<file path="src/rtl/if_stage_pkg.sv">
// Shared CPU definitions used by the fetch stage: pcsource codes, bubble encoding,
// instruction field positions and the IF state type.
package cpu_pkg;

  localparam logic [1:0] PCSRC_SEQ = 2'b00;
  localparam logic [1:0] PCSRC_BR  = 2'b01;
  localparam logic [1:0] PCSRC_J   = 2'b10;
  localparam logic [1:0] PCSRC_ILL = 2'b11;

  localparam logic [31:0] NOP_INST = 32'h0000_0000;

  localparam int OP_MSB   = 31;
  localparam int OP_LSB   = 26;
  localparam int FUNC_MSB = 5;
  localparam int FUNC_LSB = 0;

  typedef enum logic [1:0] {
    RUN   = 2'b00,
    DRAIN = 2'b01,
    HALT  = 2'b10
  } if_state_t;

  function automatic logic [31:0] alignWord(input logic [31:0] addr);
    return {addr[31:2], 2'b00};
  endfunction

endpackage

</file>
<file path="src/rtl/if_stage_if.sv">
// Bundles the fetch stage's control inputs, instruction-memory handshake and IF/ID outputs.
// The fetch stage takes the master view; the surrounding CPU/testbench takes the slave view.
interface if_stage_if;

  logic        stall;
  logic [1:0]  pcsource;
  logic [31:0] bpc;
  logic [31:0] jpc;
  logic        imem_req;
  logic [31:0] imem_addr;
  logic        imem_ready;
  logic [31:0] imem_rdata;
  logic [31:0] id_inst;
  logic [31:0] id_pc4;
  logic        id_valid;
  logic [5:0]  op;
  logic [5:0]  func;
  logic        halted;

  modport master (
    input  stall, pcsource, bpc, jpc, imem_ready, imem_rdata,
    output imem_req, imem_addr, id_inst, id_pc4, id_valid, op, func, halted
  );

  modport slave (
    output stall, pcsource, bpc, jpc, imem_ready, imem_rdata,
    input  imem_req, imem_addr, id_inst, id_pc4, id_valid, op, func, halted
  );

endinterface

</file>
<file path="src/rtl/if_stage_next_pc.sv">
// Combinational next-PC selection: decodes pcsource into redirect/illegal flags and
// picks the PC to load when the current fetch completes.
module if_next_pc
  import cpu_pkg::*;
(
  input  logic        i_stall,
  input  logic [1:0]  i_pcsource,
  input  logic [31:0] i_bpc,
  input  logic [31:0] i_jpc,
  input  logic [31:0] i_pc,
  input  logic [31:0] i_pending,
  input  if_state_t   i_state,
  output logic [31:0] o_pcPlus4,
  output logic [31:0] o_target,
  output logic [31:0] o_nextPc,
  output logic        o_redirect,
  output logic        o_illegal
);

  always_comb begin
    o_pcPlus4  = i_pc + 32'd4;
    o_redirect = !i_stall && (i_pcsource != PCSRC_SEQ);
    o_illegal  = !i_stall && (i_pcsource == PCSRC_ILL);
    case (i_pcsource)
      PCSRC_J: o_target = alignWord(i_jpc);
      default: o_target = alignWord(i_bpc);
    endcase
    // A fresh redirect always wins over a target parked while draining.
    o_nextPc = o_pcPlus4;
    if (o_redirect)
      o_nextPc = o_target;
    else if (i_state == DRAIN)
      o_nextPc = i_pending;
  end

endmodule

</file>
<file path="src/rtl/if_stage.sv">
// Instruction-fetch stage with IF/ID pipeline register.
// Optional macro IF_PERF_CNT_EN adds saturating fetch/bubble counters.
module if_stage #(
  parameter logic [31:0] RESET_PC = 32'h0000_0000,
  parameter logic [31:0] NOP_INST = cpu_pkg::NOP_INST
) (
  input  logic        clk,
  input  logic        resetn,
  if_stage_if.master  bus
`ifdef IF_PERF_CNT_EN
  ,
  output logic [31:0] perf_fetch_cnt,
  output logic [31:0] perf_bubble_cnt
`endif
);
  import cpu_pkg::*;

  if_state_t   r_state, w_stateNext;
  logic [31:0] r_pc, w_pcNext;
  logic [31:0] r_pending, w_pendingNext;
  logic [31:0] r_idInst, r_idPc4;
  logic        r_idValid;
  logic        w_req, w_loadFetch, w_loadBubble;
  logic [31:0] w_pcPlus4, w_target, w_nextPc;
  logic        w_redirect, w_illegal;

  if_next_pc u_nextPc (
    .i_stall    (bus.stall),
    .i_pcsource (bus.pcsource),
    .i_bpc      (bus.bpc),
    .i_jpc      (bus.jpc),
    .i_pc       (r_pc),
    .i_pending  (r_pending),
    .i_state    (r_state),
    .o_pcPlus4  (w_pcPlus4),
    .o_target   (w_target),
    .o_nextPc   (w_nextPc),
    .o_redirect (w_redirect),
    .o_illegal  (w_illegal)
  );

  always_comb begin
    w_stateNext   = r_state;
    w_pcNext      = r_pc;
    w_pendingNext = r_pending;
    w_req         = 1'b0;
    w_loadFetch   = 1'b0;
    w_loadBubble  = 1'b0;
    case (r_state)
      RUN: begin
        w_req = !bus.stall;
        if (!bus.stall) begin
          if (w_illegal) begin
            w_stateNext  = HALT;
            w_loadBubble = 1'b1;
          end else if (w_redirect) begin
            w_loadBubble = 1'b1;
            if (bus.imem_ready) begin
              w_pcNext = w_nextPc;
            end else begin
              // Request is outstanding: keep the address and remember where to go.
              w_pendingNext = w_target;
              w_stateNext   = DRAIN;
            end
          end else if (bus.imem_ready) begin
            w_loadFetch = 1'b1;
            w_pcNext    = w_nextPc;
          end else begin
            w_loadBubble = 1'b1;
          end
        end
      end
      DRAIN: begin
        w_req        = 1'b1;
        w_loadBubble = 1'b1;
        if (w_illegal) begin
          w_stateNext = HALT;
        end else begin
          if (w_redirect)
            w_pendingNext = w_target;
          if (bus.imem_ready) begin
            w_pcNext    = w_nextPc;
            w_stateNext = RUN;
          end
        end
      end
      HALT: begin
        w_loadBubble = 1'b1;
      end
      default: begin
        w_loadBubble = 1'b1;
        w_stateNext  = HALT;
      end
    endcase
  end

  always_ff @(posedge clk) begin
    if (!resetn) begin
      r_state   <= RUN;
      r_pc      <= RESET_PC;
      r_pending <= '0;
      r_idInst  <= NOP_INST;
      r_idPc4   <= '0;
      r_idValid <= 1'b0;
    end else begin
      r_state   <= w_stateNext;
      r_pc      <= w_pcNext;
      r_pending <= w_pendingNext;
      if (w_loadFetch) begin
        r_idInst  <= bus.imem_rdata;
        r_idPc4   <= w_pcPlus4;
        r_idValid <= 1'b1;
      end else if (w_loadBubble) begin
        r_idInst  <= NOP_INST;
        r_idValid <= 1'b0;
      end
    end
  end

  assign bus.imem_req  = w_req;
  assign bus.imem_addr = alignWord(r_pc);
  assign bus.id_inst   = r_idInst;
  assign bus.id_pc4    = r_idPc4;
  assign bus.id_valid  = r_idValid;
  assign bus.op        = r_idInst[OP_MSB:OP_LSB];
  assign bus.func      = r_idInst[FUNC_MSB:FUNC_LSB];
  assign bus.halted    = (r_state == HALT);

`ifdef IF_PERF_CNT_EN
  logic [31:0] r_fetchCnt, r_bubbleCnt;

  always_ff @(posedge clk) begin
    if (!resetn) begin
      r_fetchCnt  <= '0;
      r_bubbleCnt <= '0;
    end else begin
      if (w_loadFetch && (r_fetchCnt != 32'hFFFF_FFFF))
        r_fetchCnt <= r_fetchCnt + 32'd1;
      if (w_loadBubble && (r_bubbleCnt != 32'hFFFF_FFFF))
        r_bubbleCnt <= r_bubbleCnt + 32'd1;
    end
  end

  assign perf_fetch_cnt  = r_fetchCnt;
  assign perf_bubble_cnt = r_bubbleCnt;
`endif

endmodule

</file>
<file path="src/flat_wrapper.sv">
// flat-port wrapper written by rule: the top's interface ports become plain ports
module if_stage_flat import cpu_pkg::*;
#(
  parameter logic [31:0] RESET_PC = 32'h0000_0000,
  parameter logic [31:0] NOP_INST = cpu_pkg::NOP_INST
)
  (clk, resetn, bus_stall, bus_pcsource, bus_bpc, bus_jpc, bus_imem_ready, bus_imem_rdata, bus_imem_req, bus_imem_addr, bus_id_inst, bus_id_pc4, bus_id_valid, bus_op, bus_func, bus_halted);
  if_stage_if bus_i ();
  input  logic clk;
  input  logic resetn;
  input wire logic [$bits(bus_i.stall)-1:0] bus_stall;
  input wire logic [$bits(bus_i.pcsource)-1:0] bus_pcsource;
  input wire logic [$bits(bus_i.bpc)-1:0] bus_bpc;
  input wire logic [$bits(bus_i.jpc)-1:0] bus_jpc;
  input wire logic [$bits(bus_i.imem_ready)-1:0] bus_imem_ready;
  input wire logic [$bits(bus_i.imem_rdata)-1:0] bus_imem_rdata;
  output wire logic [$bits(bus_i.imem_req)-1:0] bus_imem_req;
  output wire logic [$bits(bus_i.imem_addr)-1:0] bus_imem_addr;
  output wire logic [$bits(bus_i.id_inst)-1:0] bus_id_inst;
  output wire logic [$bits(bus_i.id_pc4)-1:0] bus_id_pc4;
  output wire logic [$bits(bus_i.id_valid)-1:0] bus_id_valid;
  output wire logic [$bits(bus_i.op)-1:0] bus_op;
  output wire logic [$bits(bus_i.func)-1:0] bus_func;
  output wire logic [$bits(bus_i.halted)-1:0] bus_halted;
  assign bus_i.stall = bus_stall;
  assign bus_i.pcsource = bus_pcsource;
  assign bus_i.bpc = bus_bpc;
  assign bus_i.jpc = bus_jpc;
  assign bus_i.imem_ready = bus_imem_ready;
  assign bus_i.imem_rdata = bus_imem_rdata;
  assign bus_imem_req = bus_i.imem_req;
  assign bus_imem_addr = bus_i.imem_addr;
  assign bus_id_inst = bus_i.id_inst;
  assign bus_id_pc4 = bus_i.id_pc4;
  assign bus_id_valid = bus_i.id_valid;
  assign bus_op = bus_i.op;
  assign bus_func = bus_i.func;
  assign bus_halted = bus_i.halted;
  if_stage #(.RESET_PC(RESET_PC), .NOP_INST(NOP_INST)) u_core (.clk(clk), .resetn(resetn), .bus(bus_i));
endmodule
</file>
<file path="config.mk">
export PLATFORM = sky130hd
export DESIGN_NAME = if_stage_flat
export DESIGN_NICKNAME = d
export VERILOG_FILES = /design/src/rtl/if_stage_pkg.sv /design/src/rtl/if_stage_if.sv /design/src/rtl/if_stage_next_pc.sv /design/src/rtl/if_stage.sv /design/src/flat_wrapper.sv
export SDC_FILE = /design/constraint.sdc
export NUM_CORES = 1
export LEC_CHECK = 0
export ABC_AREA = 1
export CAP_MARGIN = 20
export CORE_ASPECT_RATIO = 1.2
export CORE_MARGIN = 10
export CORE_UTILIZATION = 55
export CTS_CLUSTER_SIZE = 20
export DETAILED_ROUTE_END_ITERATION = 10
export DONT_BUFFER_PORTS = 1
export PLACE_DENSITY_LB_ADDON = 0.15
export SLEW_MARGIN = 20
export SYNTH_ARGS = -nofsm -noshare
export SYNTH_HDL_FRONTEND = slang
export SYNTH_SLANG_ARGS = --single-unit
</file>
<file path="constraint.sdc">
create_clock -name clk -period 1.5 [get_ports clk]
set_input_delay 0.15 -clock clk [delete_from_list [all_inputs] [get_ports clk]]
set_output_delay 0.15 -clock clk [all_outputs]
set_load 0.05 [all_outputs]
</file>
==> impl_metrics.prom, run 1 <==
# TYPE chip_impl_metric gauge
chip_impl_metric{name="holdWs",unit="ps"} -140
chip_impl_metric{name="number_of_enable_flip_flop_cells_after_synthesis",unit=""} 0
chip_impl_metric{name="synthDominantCellAreaShare",unit="%"} 39.0
chip_impl_metric{name="report.final.setup_viol",unit=""} 4
chip_impl_metric{name="port_buffers",unit=""} 0
chip_impl_metric{name="final_design_area_no_fill",unit="um^2"} 8840
chip_impl_metric{name="final_min_period_over_clock_period",unit="%"} 102
chip_impl_metric{name="via_count",unit=""} 7213
chip_impl_metric{name="overflow",unit=""} 0
chip_impl_metric{name="synth_cell_type_count",unit=""} 32
chip_impl_metric{name="ir_worst_vdd",unit="uV"} 807
chip_impl_metric{name="synth.ff_latch_count",unit=""} 125
chip_impl_metric{name="drt-wirelength-per-cell",unit="um"} 19.8
chip_impl_metric{name="worst-r2r-setup-slack",unit="ps"} -30
chip_impl_metric{name="layout_fillers",unit=""} 847
chip_impl_info{name="violations_in_the_final_reports",value="hold timing, setup timing"} 1
chip_impl_metric{name="dieHeight",unit="um"} 138
chip_impl_info{name="synth.top_cells.by_count",value="sky130_fd_sc_hd__nand2_1 (201), sky130_fd_sc_hd__a21oi_1 (151), sky130_fd_sc_hd__inv_1 (137), sky130_fd_sc_hd__dfxtp_1 (125), sky130_fd_sc_hd__o21ai_0 (105)"} 1
chip_impl_metric{name="route.final.wire_length",unit="mm"} 25.1
chip_impl_metric{name="hpwl",unit="mm"} 16.2
chip_impl_metric{name="fin_ws",unit="ps"} -29.3
chip_impl_metric{name="syn_area",unit="um^2"} 6410
chip_impl_metric{name="synth-warning-count",unit=""} 0
chip_impl_metric{name="cts.sink_count",unit=""} 125
chip_impl_metric{name="ys_async_sr_fraction",unit="%"} 0
chip_impl_metric{name="drcViolationCount",unit=""} 0
chip_impl_metric{name="grt_util_all_layers",unit="%"} 27.1
chip_impl_metric{name="clk_latency_worst_skew_pair",unit="ps"} 430
chip_impl_metric{name="drt-vias-per-instance",unit=""} 5.68
chip_impl_metric{name="fmaxAchievable",unit="MHz"} 654
chip_impl_metric{name="std_cell_rows",unit=""} 43
chip_impl_metric{name="cts_buf_count",unit=""} 17
chip_impl_metric{name="power_density",unit="nW/um^2"} 1110
chip_impl_metric{name="timing.final.hold_violations",unit=""} 84
chip_impl_info{name="worst_setup_path_start_kind",value="flop"} 1
chip_impl_info{name="run_status",value="complete, but fails checks"} 1
chip_impl_metric{name="ports_placed_on_the_boundary",unit=""} 213
chip_impl_metric{name="leakagePower",unit="nW"} 3.90
chip_impl_info{name="r2r_end",value="u_core.r_pc[12]$_SDFFE_PN0P_"} 1
chip_impl_metric{name="core",unit="um^2"} 11500
chip_impl_metric{name="placed_cell_area",unit="um^2"} 7510
chip_impl_metric{name="syn-mean-instance-area",unit="um^2"} 6.61
chip_impl_info{name="synth_most_common_cell",value="sky130_fd_sc_hd__nand2_1"} 1
chip_impl_info{name="post_synth_main_area_contributors",value="sky130_fd_sc_hd__dfxtp_1 (39%), sky130_fd_sc_hd__a21oi_1 (12%), sky130_fd_sc_hd__nand2_1 (12%)"} 1
chip_impl_metric{name="grt_start_max_net_pins",unit=""} 89
chip_impl_metric{name="grt_pass1_wl",unit="mm"} 35.9
chip_impl_metric{name="clk_path_buf_depth",unit=""} 2
chip_impl_metric{name="first_iter_violations",unit=""} 716
chip_impl_metric{name="drive_above_1_share",unit="%"} 26.4
chip_impl_metric{name="clk_transition_reported_paths",unit="ps"} 60
chip_impl_metric{name="floorplan.die.width",unit="um"} 119
chip_impl_metric{name="antenna_left",unit=""} 0
chip_impl_metric{name="fin_worst_skew",unit="ps"} 14.3
chip_impl_metric{name="fp.dieArea",unit="um^2"} 16400
chip_impl_metric{name="slew_violations",unit=""} 0
chip_impl_metric{name="gp_congestion",unit=""} 0.888
chip_impl_metric{name="drt_pre_antenna_iters",unit=""} 7
chip_impl_metric{name="yosysSeqAreaShare",unit="%"} 39.0
chip_impl_metric{name="final_critical_path_required_period",unit="ps"} 1530
chip_impl_metric{name="timing.critical_path.fanout_max",unit=""} 4
chip_impl_metric{name="initial_core_util",unit="%"} 55.9
chip_impl_metric{name="design.final.nets",unit=""} 1201
chip_impl_metric{name="cts_hold_repair.buffers",unit=""} 34
chip_impl_info{name="tritoncts",value="built"} 1
chip_impl_metric{name="synthesis.instances",unit=""} 970
chip_impl_info{name="flip_flop_cell_with_the_highest_count_after_synthesis",value="sky130_fd_sc_hd__dfxtp_1"} 1
chip_impl_metric{name="clock_tree.htree_level_count",unit=""} 4
chip_impl_info{name="timing.critical_path.from",value="u_core.r_pc[2]$_SDFFE_PN0P_"} 1
chip_impl_metric{name="post-layout-total-power",unit="mW"} 9.84
chip_impl_metric{name="finalSetupTns",unit="ps"} -68.4
chip_impl_metric{name="reg2regPathDepth",unit=""} 8
chip_impl_info{name="synth_area_leader_cell",value="sky130_fd_sc_hd__dfxtp_1"} 1
chip_impl_metric{name="worst_ep_arrival_time",unit="ps"} 1890
chip_impl_info{name="crit_type",value="reg -> reg"} 1
chip_impl_metric{name="cap_violations",unit=""} 0
chip_impl_metric{name="flow.area_growth_from_synthesis",unit="%"} 38.0
chip_impl_info{name="capture_point_of_the_critical_path",value="u_core.r_pc[12]$_SDFFE_PN0P_"} 1
chip_impl_info{name="grt_setup_unrepaired",value="yes"} 1
chip_impl_metric{name="grt_pass1_vias",unit=""} 7104
chip_impl_info{name="crit_path_end_kind",value="flop"} 1
chip_impl_metric{name="crit_required",unit="ps"} 1860
chip_impl_metric{name="antenna_found_initial",unit=""} 1
chip_impl_info{name="cts.root.buffer_cell",value="sky130_fd_sc_hd__clkbuf_16"} 1
chip_impl_info{name="hold_path_class",value="in -> reg"} 1
chip_impl_info{name="worst_r2r_startpoint",value="u_core.r_pc[2]$_SDFFE_PN0P_"} 1
-- cell usage in the layout, fill, tap and decap left out, types with 3 or more instances in the layout --
cell                            count
sky130_fd_sc_hd__buf_4            129
sky130_fd_sc_hd__inv_1            137
sky130_fd_sc_hd__clkbuf_16         18
sky130_fd_sc_hd__nor2_4            12
sky130_fd_sc_hd__nand3_1           45
sky130_fd_sc_hd__o21ai_1           19
sky130_fd_sc_hd__dfxtp_4           11
sky130_fd_sc_hd__o211ai_1          21
sky130_fd_sc_hd__buf_12             9
sky130_fd_sc_hd__dfxtp_2           18
sky130_fd_sc_hd__a21oi_2            4
sky130_fd_sc_hd__o21ai_0           92
sky130_fd_sc_hd__nor2_1            34
sky130_fd_sc_hd__clkinvlp_4         4
sky130_fd_sc_hd__nand3_2           11
sky130_fd_sc_hd__nand2_2           17
sky130_fd_sc_hd__clkinv_4           3
sky130_fd_sc_hd__buf_6              3
sky130_fd_sc_hd__inv_6              6
sky130_fd_sc_hd__dfxtp_1           96
sky130_fd_sc_hd__nand2_4            4
sky130_fd_sc_hd__conb_1             4
sky130_fd_sc_hd__nand3_4            3
sky130_fd_sc_hd__nand2_1          180
sky130_fd_sc_hd__nor2_2            16
sky130_fd_sc_hd__inv_2              4
sky130_fd_sc_hd__xnor2_2            4
sky130_fd_sc_hd__dlygate4sd3_1     33
sky130_fd_sc_hd__o21ai_2            3
sky130_fd_sc_hd__a21oi_1          147
-- per-layer routing --
layer	vias up	routed length [um]	GRT usage [%]
met3	97	1860	7.29
met1	3367	8740	26.1
li1	3383	-	-
met5	-	0	0
met4	0	1330	13.6
met2	366	13200	51.3
-- sequential cells by signal, indices dropped and copies added (netlist names) --
name	flops
u_core.r_pending	30
u_core.bus.id_pc4	30
u_core.bus.id_inst	32
u_core.r_state	2
u_core.r_pc	30
u_core.bus.id_valid	1
-- where the power goes --
group	leakage [nW]	internal (mW)	total (mW)	switching [mW]
registers	1.04	3.53	3.68	0.153
clock network	0.272	2.33	4.10	1.77
logic	2.60	0.656	2.05	1.40
total	3.90	6.52	9.84	3.32
-- worst min path at each step --
stage                      startpoint                                  to  cells after the start
floorplan           bus_imem_rdata[0]  u_core.bus.id_inst[0]$_SDFFE_PN0P_                      2
global placement               resetn        u_core.r_pc[20]$_SDFFE_PN0P_                      2
detailed placement             resetn        u_core.r_pc[17]$_SDFFE_PN0P_                      2
CTS                            resetn        u_core.r_pc[27]$_SDFFE_PN0P_                      2
global route                   resetn        u_core.r_pc[27]$_SDFFE_PN0P_                      2
finish                         resetn        u_core.r_pc[27]$_SDFFE_PN0P_                      2
-- worst max-delay path, cell delays in order (launching register included) --
cell	delay [ps]
sky130_fd_sc_hd__dfxtp_4	370
sky130_fd_sc_hd__ha_4	140
sky130_fd_sc_hd__nand2_4	50
sky130_fd_sc_hd__nor2_4	140
sky130_fd_sc_hd__nand3b_1	220
sky130_fd_sc_hd__or2_4	310
sky130_fd_sc_hd__nand3_2	60
sky130_fd_sc_hd__nand2_1	50
sky130_fd_sc_hd__a21oi_1	110
-- through the flow --
stage	worst slack (ps)	std cells	util, %
6_report	-29.3	1269	77.1
5_1_grt	-114	1269	77.1
4_1_cts	-28.4	1264	74.1
3_5_place_dp	-120	1198	65.6
3_3_place_gp	-71.8	1198	65.6
2_1_floorplan	0.102	973	-
-- timing repair --
item / CTS / global route
setup endpoints to repair: 40 / 62
setup buffers: 0 / 4
pin swaps: 3 / 20
gates cloned: 0 / 1
gates resized for setup: 21 / 90
endpoints found under the hold margin: 121 / 86
-- final cells by class --
cell class / instances / area, um^2 / area share, %
clock inverters: 15 / 153 / 1.73
multi-input cells: 635 / 3390 / 38.3
flip-flops and latches: 125 / 2570 / 29.0
clock buffers: 17 / 425 / 4.81
well taps: 157 / 196 / 2.22
repair buffers: 176 / 1570 / 17.7
inverters: 143 / 544 / 6.16
diodes: 1 / 2.50 / 0.0283
-- kinds of logic (layout without fill, tap and decap cells) --
| kind of cell | after synthesis | after routing | synth area share, % |
|---|---|---|---|
| compound gates | 289 | 289 | 23.7 |
| xor+xnor | 7 | 7 | 0.957 |
| fa+ha+maj | 1 | 1 | 0.195 |
| buf+inv | 213 | 351 | 14.1 |
| flops | 125 | 125 | 39.0 |
| mux | 1 | 1 | 0.156 |
| other cells | 1 | 5 | 0.0585 |
| simple gates | 333 | 333 | 21.8 |
Note: power is estimated with default switching activity, not from simulation.
==> inputs of run 2 (changes only) <==
MAX_ROUTING_LAYER = met4   (was default)
==> run 2 against run 1 <==
- the flow still finishes with violations (hold timing, setup timing)
- cell count rose by 1.7%
- die area did not move
- register-to-register slack got worse by 140 ps
- highest routed layer unchanged
- critical path type unchanged
- critical endpoint is now u_core.r_pc[4]$_SDFFE_PN0P_
- largest cell class unchanged
- via count rose by 6.4%
==> impl_metrics.prom, run 2 (synthesis gave the netlist of run 1 again) <==
# TYPE chip_impl_metric gauge
chip_impl_info{name="run_status",value="complete, but fails checks"} 1
chip_impl_info{name="violations_in_the_final_reports",value="hold timing, setup timing"} 1
chip_impl_info{name="crit_path_end_kind",value="flop"} 1
chip_impl_metric{name="report.final.setup_viol",unit=""} 32
chip_impl_metric{name="floorplan.die.width",unit="um"} 119
chip_impl_metric{name="met1Wirelength",unit="mm"} 9.30
chip_impl_metric{name="fp.dieArea",unit="um^2"} 16400
chip_impl_metric{name="timing.final.hold_violations",unit=""} 84
chip_impl_metric{name="grt_util_all_layers",unit="%"} 30.0
chip_impl_metric{name="area_occupied_by_registers",unit="um^2"} 2560
chip_impl_metric{name="drt-vias-per-instance",unit=""} 5.94
chip_impl_metric{name="power_frac_clock",unit="%"} 42.0
chip_impl_metric{name="power_density",unit="nW/um^2"} 1100
chip_impl_metric{name="pre_cts_ws",unit="ps"} -129
chip_impl_metric{name="initial_core_util",unit="%"} 55.9
chip_impl_metric{name="holdWs",unit="ps"} -131
chip_impl_metric{name="overflow",unit=""} 0
chip_impl_metric{name="grt_pass1_vias",unit=""} 7442
chip_impl_metric{name="share_of_power_burned_in_combinational_logic",unit="%"} 21.9
chip_impl_metric{name="worst_ep_arrival_time",unit="ps"} 1990
chip_impl_metric{name="first_iter_violations",unit=""} 861
chip_impl_metric{name="ports_placed_on_the_boundary",unit=""} 213
chip_impl_info{name="grt_setup_unrepaired",value="yes"} 1
chip_impl_metric{name="clock_tree.htree_level_count",unit=""} 4
chip_impl_metric{name="core",unit="um^2"} 11500
chip_impl_info{name="highest_routed_layer",value="met4"} 1
chip_impl_metric{name="clk_transition_reported_paths",unit="ps"} 60
chip_impl_metric{name="std_cell_rows",unit=""} 43
chip_impl_metric{name="largest_register_ff_count",unit=""} 32
chip_impl_metric{name="p_int",unit="mW"} 6.76
chip_impl_metric{name="hold-path-cell-count",unit=""} 2
chip_impl_metric{name="fmaxAchievable",unit="MHz"} 598
chip_impl_metric{name="route.final.wire_length",unit="mm"} 28.3
chip_impl_metric{name="reg2regPathDepth",unit=""} 8
chip_impl_metric{name="clk_path_buf_depth",unit=""} 2
chip_impl_metric{name="dieHeight",unit="um"} 138
chip_impl_metric{name="final_critical_path_required_period",unit="ps"} 1670
chip_impl_info{name="min_from",value="resetn"} 1
chip_impl_info{name="cts.root.buffer_cell",value="sky130_fd_sc_hd__clkbuf_16"} 1
chip_impl_metric{name="drt_pre_antenna_iters",unit=""} 9
chip_impl_metric{name="worst-r2r-setup-slack",unit="ps"} -170
chip_impl_metric{name="grt_pass1_wl",unit="mm"} 38.4
chip_impl_metric{name="max-slew-margin-rel",unit="%"} 61.3
chip_impl_info{name="min_to",value="u_core.r_pending[25]$_SDFFE_PN0P_"} 1
chip_impl_metric{name="detailroute.wirelength.met3",unit="mm"} 2.49
chip_impl_metric{name="cts_buf_count",unit=""} 17
chip_impl_metric{name="cts.sink_count",unit=""} 125
chip_impl_metric{name="p_sw",unit="mW"} 3.42
chip_impl_metric{name="cap_violations",unit=""} 0
chip_impl_metric{name="clk_latency_worst_skew_pair",unit="ps"} 430
chip_impl_metric{name="timing.critical_path.fanout_max",unit=""} 3
chip_impl_metric{name="ir_worst_vdd",unit="uV"} 805
chip_impl_metric{name="crit_required",unit="ps"} 1810
chip_impl_info{name="worst_r2r_startpoint",value="u_core.r_pc[2]$_SDFFE_PN0P_"} 1
chip_impl_metric{name="cts_hold_repair.buffers",unit=""} 35
chip_impl_info{name="crit_type",value="reg -> reg"} 1
chip_impl_metric{name="drive_above_1_share",unit="%"} 29.6
chip_impl_metric{name="grt_start_max_net_pins",unit=""} 89
chip_impl_info{name="hold_path_class",value="in -> reg"} 1
chip_impl_info{name="final_common_cell",value="sky130_fd_sc_hd__nand2_1"} 1
chip_impl_metric{name="gp_congestion",unit=""} 0.930
chip_impl_metric{name="slew_violations",unit=""} 0
chip_impl_metric{name="antenna_found_initial",unit=""} 0
chip_impl_metric{name="drcViolationCount",unit=""} 0
chip_impl_metric{name="port_buffers",unit=""} 0
chip_impl_metric{name="fin_ws",unit="ps"} -173
chip_impl_metric{name="via_count",unit=""} 7673
chip_impl_metric{name="design.final.nets",unit=""} 1224
chip_impl_metric{name="fin_worst_skew",unit="ps"} 11.8
chip_impl_metric{name="final_min_period_over_clock_period",unit="%"} 112
chip_impl_info{name="leading_cell_types_in_the_layout_fill_and_taps_excluded",value="sky130_fd_sc_hd__nand2_1 (173), sky130_fd_sc_hd__buf_4 (146), sky130_fd_sc_hd__a21oi_1 (143), sky130_fd_sc_hd__inv_1 (136), sky130_fd_sc_hd__dfxtp_1 (95)"} 1
chip_impl_metric{name="dr_wl_met2",unit="mm"} 14.1
chip_impl_info{name="r2r_end",value="u_core.r_pc[4]$_SDFFE_PN0P_"} 1
chip_impl_info{name="worst_setup_path_start_kind",value="flop"} 1
chip_impl_info{name="tritoncts",value="built"} 1
chip_impl_metric{name="drt-wirelength-per-cell",unit="um"} 21.9
chip_impl_metric{name="antenna_left",unit=""} 0
chip_impl_metric{name="leakagePower",unit="nW"} 4.15
chip_impl_metric{name="insertedDiodeCount",unit=""} 0
chip_impl_metric{name="multi_input_gate_area_in_the_final_layout",unit="um^2"} 3510
chip_impl_metric{name="seq_power_share",unit="%"} 36.1
chip_impl_metric{name="layout_fillers",unit=""} 714
chip_impl_metric{name="utilization",unit="%"} 80.6
chip_impl_metric{name="max_slew.worst_pin.slew",unit="ps"} 574
chip_impl_metric{name="flow.area_growth_from_synthesis",unit="%"} 44.1
chip_impl_metric{name="netSwitchingFraction",unit="%"} 33.6
chip_impl_metric{name="hpwl",unit="mm"} 16.8
[run 2: per-layer routing]
layer	up-vias	track usage (%)
met4	0	19.6
met2	565	53.5
met3	176	7.58
met1	3505	27.7
met5	-	-
li1	3427	-
[run 2: final cells by class]
| class | count | share of cell area (%) |
|---|---|---|
| multi-input cells | 635 | 38.0 |
| clock inverters | 15 | 1.88 |
| clock buffers | 17 | 4.61 |
| repair buffers | 199 | 19.7 |
| well taps | 157 | 2.13 |
| inverters | 143 | 5.92 |
| flip-flops and latches | 125 | 27.8 |
[run 2: repair_timing]
action | in CTS | in global routing
hold endpoints to repair | 121 | 86
pin swaps | 8 | 32
buffers inserted | 2 | 15
resized for setup | 30 | 110
setup endpoints to repair | 73 | 91
cloned | 0 | 3
[run 2: metrics by stage]
step / power [mW] / cells / TNS (ps) / area [um^2] / hold slack, ps
floorplan: 5.02 / 973 / 0 / 6510 / 293
global placement: 5.59 / 1205 / -233 / 7590 / 296
detailed placement: 5.63 / 1205 / -2470 / 7590 / 300
CTS: 9.91 / 1274 / -67.4 / 8670 / -138
global route: 10.4 / 1291 / -4110 / 9230 / -127
finish: 10.2 / 1291 / -2460 / 9230 / -131
[run 2: power by group through the flow]
stage	combinational [mW]	clock [mW]	sequential, mW
2_1_floorplan	0.812	0	4.21
3_3_place_gp	1.87	0	3.72
3_5_place_dp	1.90	0	3.73
4_1_cts	2.02	4.23	3.66
5_1_grt	2.34	4.39	3.69
6_report	2.23	4.28	3.67
[run 2: how the worst max path moves through the flow]
stage | from | to | slack [ps] | cells after the start
final | u_core.r_pc[2]$_SDFFE_PN0P_ | u_core.r_pc[4]$_SDFFE_PN0P_ | -170 | 8
after global routing | u_core.r_pc[2]$_SDFFE_PN0P_ | u_core.r_pc[4]$_SDFFE_PN0P_ | -200 | 8
after CTS | u_core.r_pc[2]$_SDFFE_PN0P_ | u_core.r_pc[12]$_SDFFE_PN0P_ | -30 | 8
after detailed placement | u_core.r_pc[3]$_SDFFE_PN0P_ | u_core.r_pc[10]$_SDFFE_PN0P_ | -130 | 8
after global placement | u_core.r_pc[3]$_SDFFE_PN0P_ | u_core.r_pc[10]$_SDFFE_PN0P_ | -120 | 8
after floorplan | u_core.r_pc[2]$_SDFFE_PN0P_ | u_core.bus.id_pc4[20]$_SDFFE_PN0N_ | 0.1 | 8
[run 2: critical path, stage by stage (launching register included)]
cell	delay, ps
sky130_fd_sc_hd__dfxtp_4	360
sky130_fd_sc_hd__ha_4	170
sky130_fd_sc_hd__buf_4	130
sky130_fd_sc_hd__buf_4	140
sky130_fd_sc_hd__xor2_1	190
sky130_fd_sc_hd__o21ai_1	150
sky130_fd_sc_hd__o21ai_1	110
sky130_fd_sc_hd__o21bai_1	220
sky130_fd_sc_hd__inv_1	80
